**src/rtl/tinyodin_pkg.sv**
```systemverilog
// Shared types for the tinyODIN spike event scheduler: FSM state encoding,
// sweep phase encoding and a saturating increment used by the optional counter.
package tinyodin_pkg;

  typedef enum logic [2:0] {
    ST_IDLE  = 3'd0,
    ST_FETCH = 3'd1,
    ST_LATCH = 3'd2,
    ST_INTEG = 3'd3,
    ST_FIRE  = 3'd4,
    ST_DONE  = 3'd5
  } sched_state_t;

  // Phase A drives the read/integrate strobe, phase B the write-back strobe.
  localparam logic PHASE_A = 1'b0;
  localparam logic PHASE_B = 1'b1;

  function automatic logic [15:0] sat_inc16(input logic [15:0] value);
    logic [15:0] result;
    if (value == 16'hFFFF) begin
      result = value;
    end else begin
      result = value + 16'd1;
    end
    return result;
  endfunction

endpackage

```
**src/rtl/neuron_sweep_counter.sv**
```systemverilog
// Neuron index counter with a two-phase toggle; shared by the integrate and
// fire sweeps. The index holds at the terminal value instead of wrapping.
module neuron_sweep_counter
  import tinyodin_pkg::*;
#(
  parameter int M = 8
) (
  input  logic         clk,
  input  logic         rst,
  input  logic         clear,
  input  logic         advance,
  input  logic [M-1:0] max_idx,
  output logic [M-1:0] idx,
  output logic         phase,
  output logic         last
);

  logic [M-1:0] idx_r;
  logic         phase_r;

  // Index/phase register: A->B on every advance, then step the index unless at max.
  always_ff @(posedge clk) begin
    if (rst) begin
      idx_r   <= {M{1'b0}};
      phase_r <= PHASE_A;
    end else if (clear) begin
      idx_r   <= {M{1'b0}};
      phase_r <= PHASE_A;
    end else if (advance) begin
      if (phase_r == PHASE_A) begin
        phase_r <= PHASE_B;
      end else begin
        phase_r <= PHASE_A;
        if (idx_r != max_idx) begin
          idx_r <= idx_r + {{(M-1){1'b0}}, 1'b1};
        end else begin
          idx_r <= idx_r;
        end
      end
    end else begin
      idx_r   <= idx_r;
      phase_r <= phase_r;
    end
  end

  assign idx   = idx_r;
  assign phase = phase_r;
  assign last  = (phase_r == PHASE_B) && (idx_r == max_idx);

endmodule

```
**src/rtl/spike_event_scheduler.sv**
```systemverilog
// Per-tick spike event scheduler: pops presynaptic events, sweeps neurons to
// integrate each one, then runs a fire/refractory sweep. Optional macro
// SPIKE_SCHED_PERF_EN adds evt_count_o (FIFO pops in the last tick).
module spike_event_scheduler
  import tinyodin_pkg::*;
#(
  parameter int N          = 256,
  parameter int M          = 8,
  parameter int INPUT_RESO = 8
) (
  input  logic         CLK,
  input  logic         RST,
  input  logic         start_i,
  input  logic [M-1:0] max_neuron_i,
  input  logic         spikecore_done_i,
  input  logic         FIFO_empty_i,
  input  logic [M-1:0] FIFO_r_data_i,
  output logic         FIFO_r_en_o,
  output logic [M-1:0] count_o,
  output logic [M-1:0] neuron_idx_o,
  output logic         neuron_event_o,
  output logic         neuron_write_o,
  output logic         neuron_tref_o,
  output logic         busy_o,
  output logic         tick_done_o
`ifdef SPIKE_SCHED_PERF_EN
  ,
  output logic [15:0]  evt_count_o
`endif
);

  if (N != (1 << M)) begin : g_bad_width
    $error("spike_event_scheduler: N must equal 2**M");
  end
  if (INPUT_RESO < 1) begin : g_bad_reso
    $error("spike_event_scheduler: INPUT_RESO must be positive");
  end

  sched_state_t state_r, state_next;
  logic [M-1:0] max_r;
  logic [M-1:0] count_r;
  logic         sweep_clear;
  logic         sweep_advance;
  logic         sweep_last;
  logic         sweep_phase;
  logic [M-1:0] sweep_idx;
  logic         sweeping;

  neuron_sweep_counter #(.M(M)) u_sweep (
    .clk     (CLK),
    .rst     (RST),
    .clear   (sweep_clear),
    .advance (sweep_advance),
    .max_idx (max_r),
    .idx     (sweep_idx),
    .phase   (sweep_phase),
    .last    (sweep_last)
  );

  // Next-state logic; the sweep counter is zeroed on entry to either sweep.
  always_comb begin
    state_next  = state_r;
    sweep_clear = 1'b0;
    case (state_r)
      ST_IDLE: begin
        if (start_i) begin
          state_next = ST_FETCH;
        end else begin
          state_next = ST_IDLE;
        end
      end
      ST_FETCH: begin
        if (!FIFO_empty_i) begin
          state_next = ST_LATCH;
        end else if (spikecore_done_i) begin
          state_next  = ST_FIRE;
          sweep_clear = 1'b1;
        end else begin
          state_next = ST_FETCH;
        end
      end
      ST_LATCH: begin
        state_next  = ST_INTEG;
        sweep_clear = 1'b1;
      end
      ST_INTEG: begin
        if (sweep_last) begin
          state_next = ST_FETCH;
        end else begin
          state_next = ST_INTEG;
        end
      end
      ST_FIRE: begin
        if (sweep_last) begin
          state_next = ST_DONE;
        end else begin
          state_next = ST_FIRE;
        end
      end
      ST_DONE: state_next = ST_IDLE;
      default: state_next = ST_IDLE;
    endcase
  end

  // State, sampled sweep limit and latched presynaptic address.
  always_ff @(posedge CLK) begin
    if (RST) begin
      state_r <= ST_IDLE;
      max_r   <= {M{1'b0}};
      count_r <= {M{1'b0}};
    end else begin
      state_r <= state_next;
      if ((state_r == ST_IDLE) && start_i) begin
        max_r <= max_neuron_i;
      end else begin
        max_r <= max_r;
      end
      if (state_r == ST_LATCH) begin
        count_r <= FIFO_r_data_i;
      end else begin
        count_r <= count_r;
      end
    end
  end

  assign sweeping      = (state_r == ST_INTEG) || (state_r == ST_FIRE);
  assign sweep_advance = sweeping;

  // The pop strobe is gated by RST so a reset cycle never consumes a spike.
  assign FIFO_r_en_o    = (state_r == ST_FETCH) && !FIFO_empty_i && !RST;
  assign count_o        = count_r;
  assign neuron_idx_o   = sweep_idx;
  assign neuron_event_o = sweeping && (sweep_phase == PHASE_A);
  assign neuron_write_o = sweeping && (sweep_phase == PHASE_B);
  assign neuron_tref_o  = (state_r == ST_FIRE);
  assign busy_o         = (state_r != ST_IDLE);
  assign tick_done_o    = (state_r == ST_DONE);

`ifdef SPIKE_SCHED_PERF_EN
  logic [15:0] pop_cnt_r;
  logic [15:0] evt_count_r;

  // Pops are counted per tick and published when the tick completes.
  always_ff @(posedge CLK) begin
    if (RST) begin
      pop_cnt_r   <= 16'd0;
      evt_count_r <= 16'd0;
    end else begin
      if ((state_r == ST_IDLE) && start_i) begin
        pop_cnt_r <= 16'd0;
      end else if (FIFO_r_en_o) begin
        pop_cnt_r <= sat_inc16(pop_cnt_r);
      end else begin
        pop_cnt_r <= pop_cnt_r;
      end
      if (state_r == ST_DONE) begin
        evt_count_r <= pop_cnt_r;
      end else begin
        evt_count_r <= evt_count_r;
      end
    end
  end

  assign evt_count_o = evt_count_r;
`endif

endmodule

```
**config.mk**
```make
export PLATFORM = sky130hd
export DESIGN_NAME = spike_event_scheduler
export DESIGN_NICKNAME = d
export VERILOG_FILES = /design/src/rtl/tinyodin_pkg.sv /design/src/rtl/neuron_sweep_counter.sv /design/src/rtl/spike_event_scheduler.sv
export SDC_FILE = /design/constraint.sdc
export NUM_CORES = 1
export LEC_CHECK = 0
export CORE_MARGIN = 3
export CORE_UTILIZATION = 25
export CTS_CLUSTER_SIZE = 30
export DETAILED_ROUTE_END_ITERATION = 10
export GPL_TIMING_DRIVEN = 1
export PLACE_DENSITY = 0.52
export SLEW_MARGIN = 25
export SYNTH_ARGS = -nofsm -noshare
export SYNTH_HDL_FRONTEND = slang
export SYNTH_SLANG_ARGS = --single-unit
```
**constraint.sdc**
```tcl
create_clock -name CLK -period 3.78 [get_ports CLK]
set_input_delay 0.756 -clock CLK [delete_from_list [all_inputs] [get_ports CLK]]
set_output_delay 0.756 -clock CLK [all_outputs]
set_load 0.05 [all_outputs]
```
==> reports/metrics.csv <==
metric,value,unit
status,completed,
postcts setup bufs,0,
root buffer cell,clkbuf_8,
Total Routed Length,3580,um
Leak Pwr,0.727,nW
largest net degree at the start of global routing,37,
Syn. warnings,0,
Clock Latency Late Sink,0.28,ns
Core Region,5610,um^2
Area Growth Syn to Fin,36.2,%
prevailing post-synth register cell,dfxtp_1,
Area contributors post-synth,"dfxtp_1 (38%), mux2i_1 (11%), xor2_1 (4.7%)",
Max Freq,0.337,GHz
Crit path arrival time,2.21,ns
Multi-input gate area,845,um^2
clock buffer depth,2,
"EDFF count, synth",0,
via count,1255,
Cells after Synth,163,
# H-tree levels,1,
Setup crit end kind,output pin,
# clock sinks,28,
worst-margin pin slew,0.559,ns
initial DRC count,39,
gpl congestion,0.724,
critical path class,flip-flop to output pin,
RSZ-0062 raised after global routing,no,
Die Y,82.9,um
Initial Util,0.264,
initial antenna violation count,0,
clock skew,0.00181,ns
n_diodes,0,
Rel. slew slack,0.625,
leading area contributor after synthesis,dfxtp_1,
Psw,190,uW
"Max FO, Critical Path",9,
Row Count,27,
Worst R2R Start,u_sweep.idx[4]$_SDFFE_PP0P_,
Power Total,655,uW
share of cells above drive strength 1,0.0945,
gr ovfl total,0,
Die X,82.9,um
vias in the first global route,1229,
cts bufs inserted,3,
register area share after synthesis,0.379,
internal power,465,uW
sequential power share,0.490,
Via density,4.60,
final worst path period share,0.784,
setup violators final,0,
post_cts resized,0,
post-route ant nets,0,
Worst Path Required,3.02,ns
Hold Path Origin,max_r[4]$_SDFFE_PP0P_,
routed len/inst,13.1,um
synthesis-stage register bit count,28,
PwrDens,325,nW/um^2
Nets,224,
Critical Path Start,state_r[2]$_SDFF_PP0_,
die area,6870,um^2
HP Class,flip-flop to flip-flop,
hold-fix buffer count after cts,0,
post-synth net total,185,
crit path launch type,flip-flop,
"Clk pin slew, worst setup/hold paths",0.10,ns
count of different cell masters after synthesis,40,
register area,561,um^2
Combinational Power Share,0.220,
Setup TNS,0,ns
port buffer count,42,
Tot GR Track Use,0.108,
asr flop ratio synth,0,
Clock Power Share,0.291,
Sw Share,0.291,
Final Max Tran Viols,0,
# DRC,0,
MaxCap Viol Count,0,
Post-Synthesis Cell Area,1480,um^2
post-synth top area share,0.379,
CTS tree,yes,
"Avg Cell Area, Syn",9.07,um^2
Final Hold Fails,0,
final critical-path required period,2.97,ns
DP HPWL,2660,um
Worst VDD drop,147,uV
DR pass1 iterations,4,
global-route wire length before repair,6130,um
# fillers,611,
# IOs,43,
## cells in the mapped netlist, types with 3 or more instances
library cell and count:
dfxtp_1 28, a211oi_1 4, nand2_1 18, nand3b_1 9, or3_1 6, clkbuf_1 4, nor2_1 12, xor2_1 8
a21oi_1 12, inv_1 5, nand4_1 3, mux2i_1 16
## state kept, by name, indices dropped and copies added (netlist names)
signal,flops
count_o,8
max_r,8
state_r,3
u_sweep.idx,8
u_sweep.phase,1
## worst max-delay path, stage by stage (launching register included)
cell and delay (ns):
dfxtp_1 0.50, nor3b_4 0.40, o21ai_4 0.14, inv_1 0.09, clkdlybuf4s50_1 0.80
## final cells by class
cell class                      count  area share
Clock buffer                        4      0.0273
Inverter                            5     0.00932
Multi-Input combinational cell    120       0.419
Sequential cell                    28       0.278
Tap cell                           72      0.0447
Timing Repair Buffer               44       0.221
## metrics by stage
stage | setup slack (ns) | hold slack [ns] | instances | utilization | instance area, um^2
after floorplan | 0.398 | 0.448 | 163 | - | 1480
after global placement | 1.09 | 0.459 | 269 | 0.349 | 1960
after detailed placement | 1.07 | 0.462 | 269 | 0.349 | 1960
after CTS | 0.796 | 0.476 | 273 | 0.359 | 2010
after global routing | 0.647 | 0.516 | 273 | 0.359 | 2010
final | 0.815 | 0.472 | 273 | 0.359 | 2010
## power by group through the flow
stage	clock network [mW]	registers (mW)	logic, mW
after floorplan	0	0.334	0.0906
after global placement	0	0.328	0.146
after detailed placement	0	0.328	0.145
after CTS	0.198	0.321	0.146
after global routing	0.212	0.324	0.158
final	0.191	0.321	0.144
## layout by cell type (no fill, tap or decap), drive strengths merged
cell / instances
and4: 1
and3: 2
nand3: 2
nor2: 12
clkbuf: 4
nor4: 4
nand4b: 1
buf: 3
nand4: 3
and2: 1
and3b: 1
or2: 1
nand3b: 9
mux2i: 16
clkdlybuf4s50: 41
nand2: 18
xor2: 8
a21oi: 14
nor4b: 1
a211oi: 4
nor3b: 3
or3: 8
a21o: 1
ha: 1
inv: 5
nand2b: 2
dfxtp: 28
o21ai: 3
nor3: 1
o2111ai: 2
o22ai: 1
## cell families after synthesis
logic type	after synthesis	share of synthesized area
AND/OR/NAND/NOR	70	0.295
flip-flops	28	0.379
AO/OA/AOI/OAI	25	0.112
multiplexers	16	0.108
buffers and inverters	15	0.0499
XOR/XNOR	8	0.0474
adder cells (fa/ha/maj)	1	0.00846
## layer usage
layer  wire (um)  GRT usage  vias up
li1            -          -      650
met1        1810      0.152      571
met2        1590      0.162       26
met3          80     0.0149        8
met4          99     0.0505        0
met5           0          0        -
## worst paths after layout
kind,slack (ns),cells after the start,end
hold reg to reg,0.47,2,max_r[4]$_SDFFE_PP0P_
setup reg to reg,2.11,4,u_sweep.idx[2]$_SDFFE_PP0P_
setup / recovery,0.81,4,neuron_write_o
hold / removal,0.47,2,max_r[4]$_SDFFE_PP0P_
No activity file was read; power rests on OpenSTA's default activity.
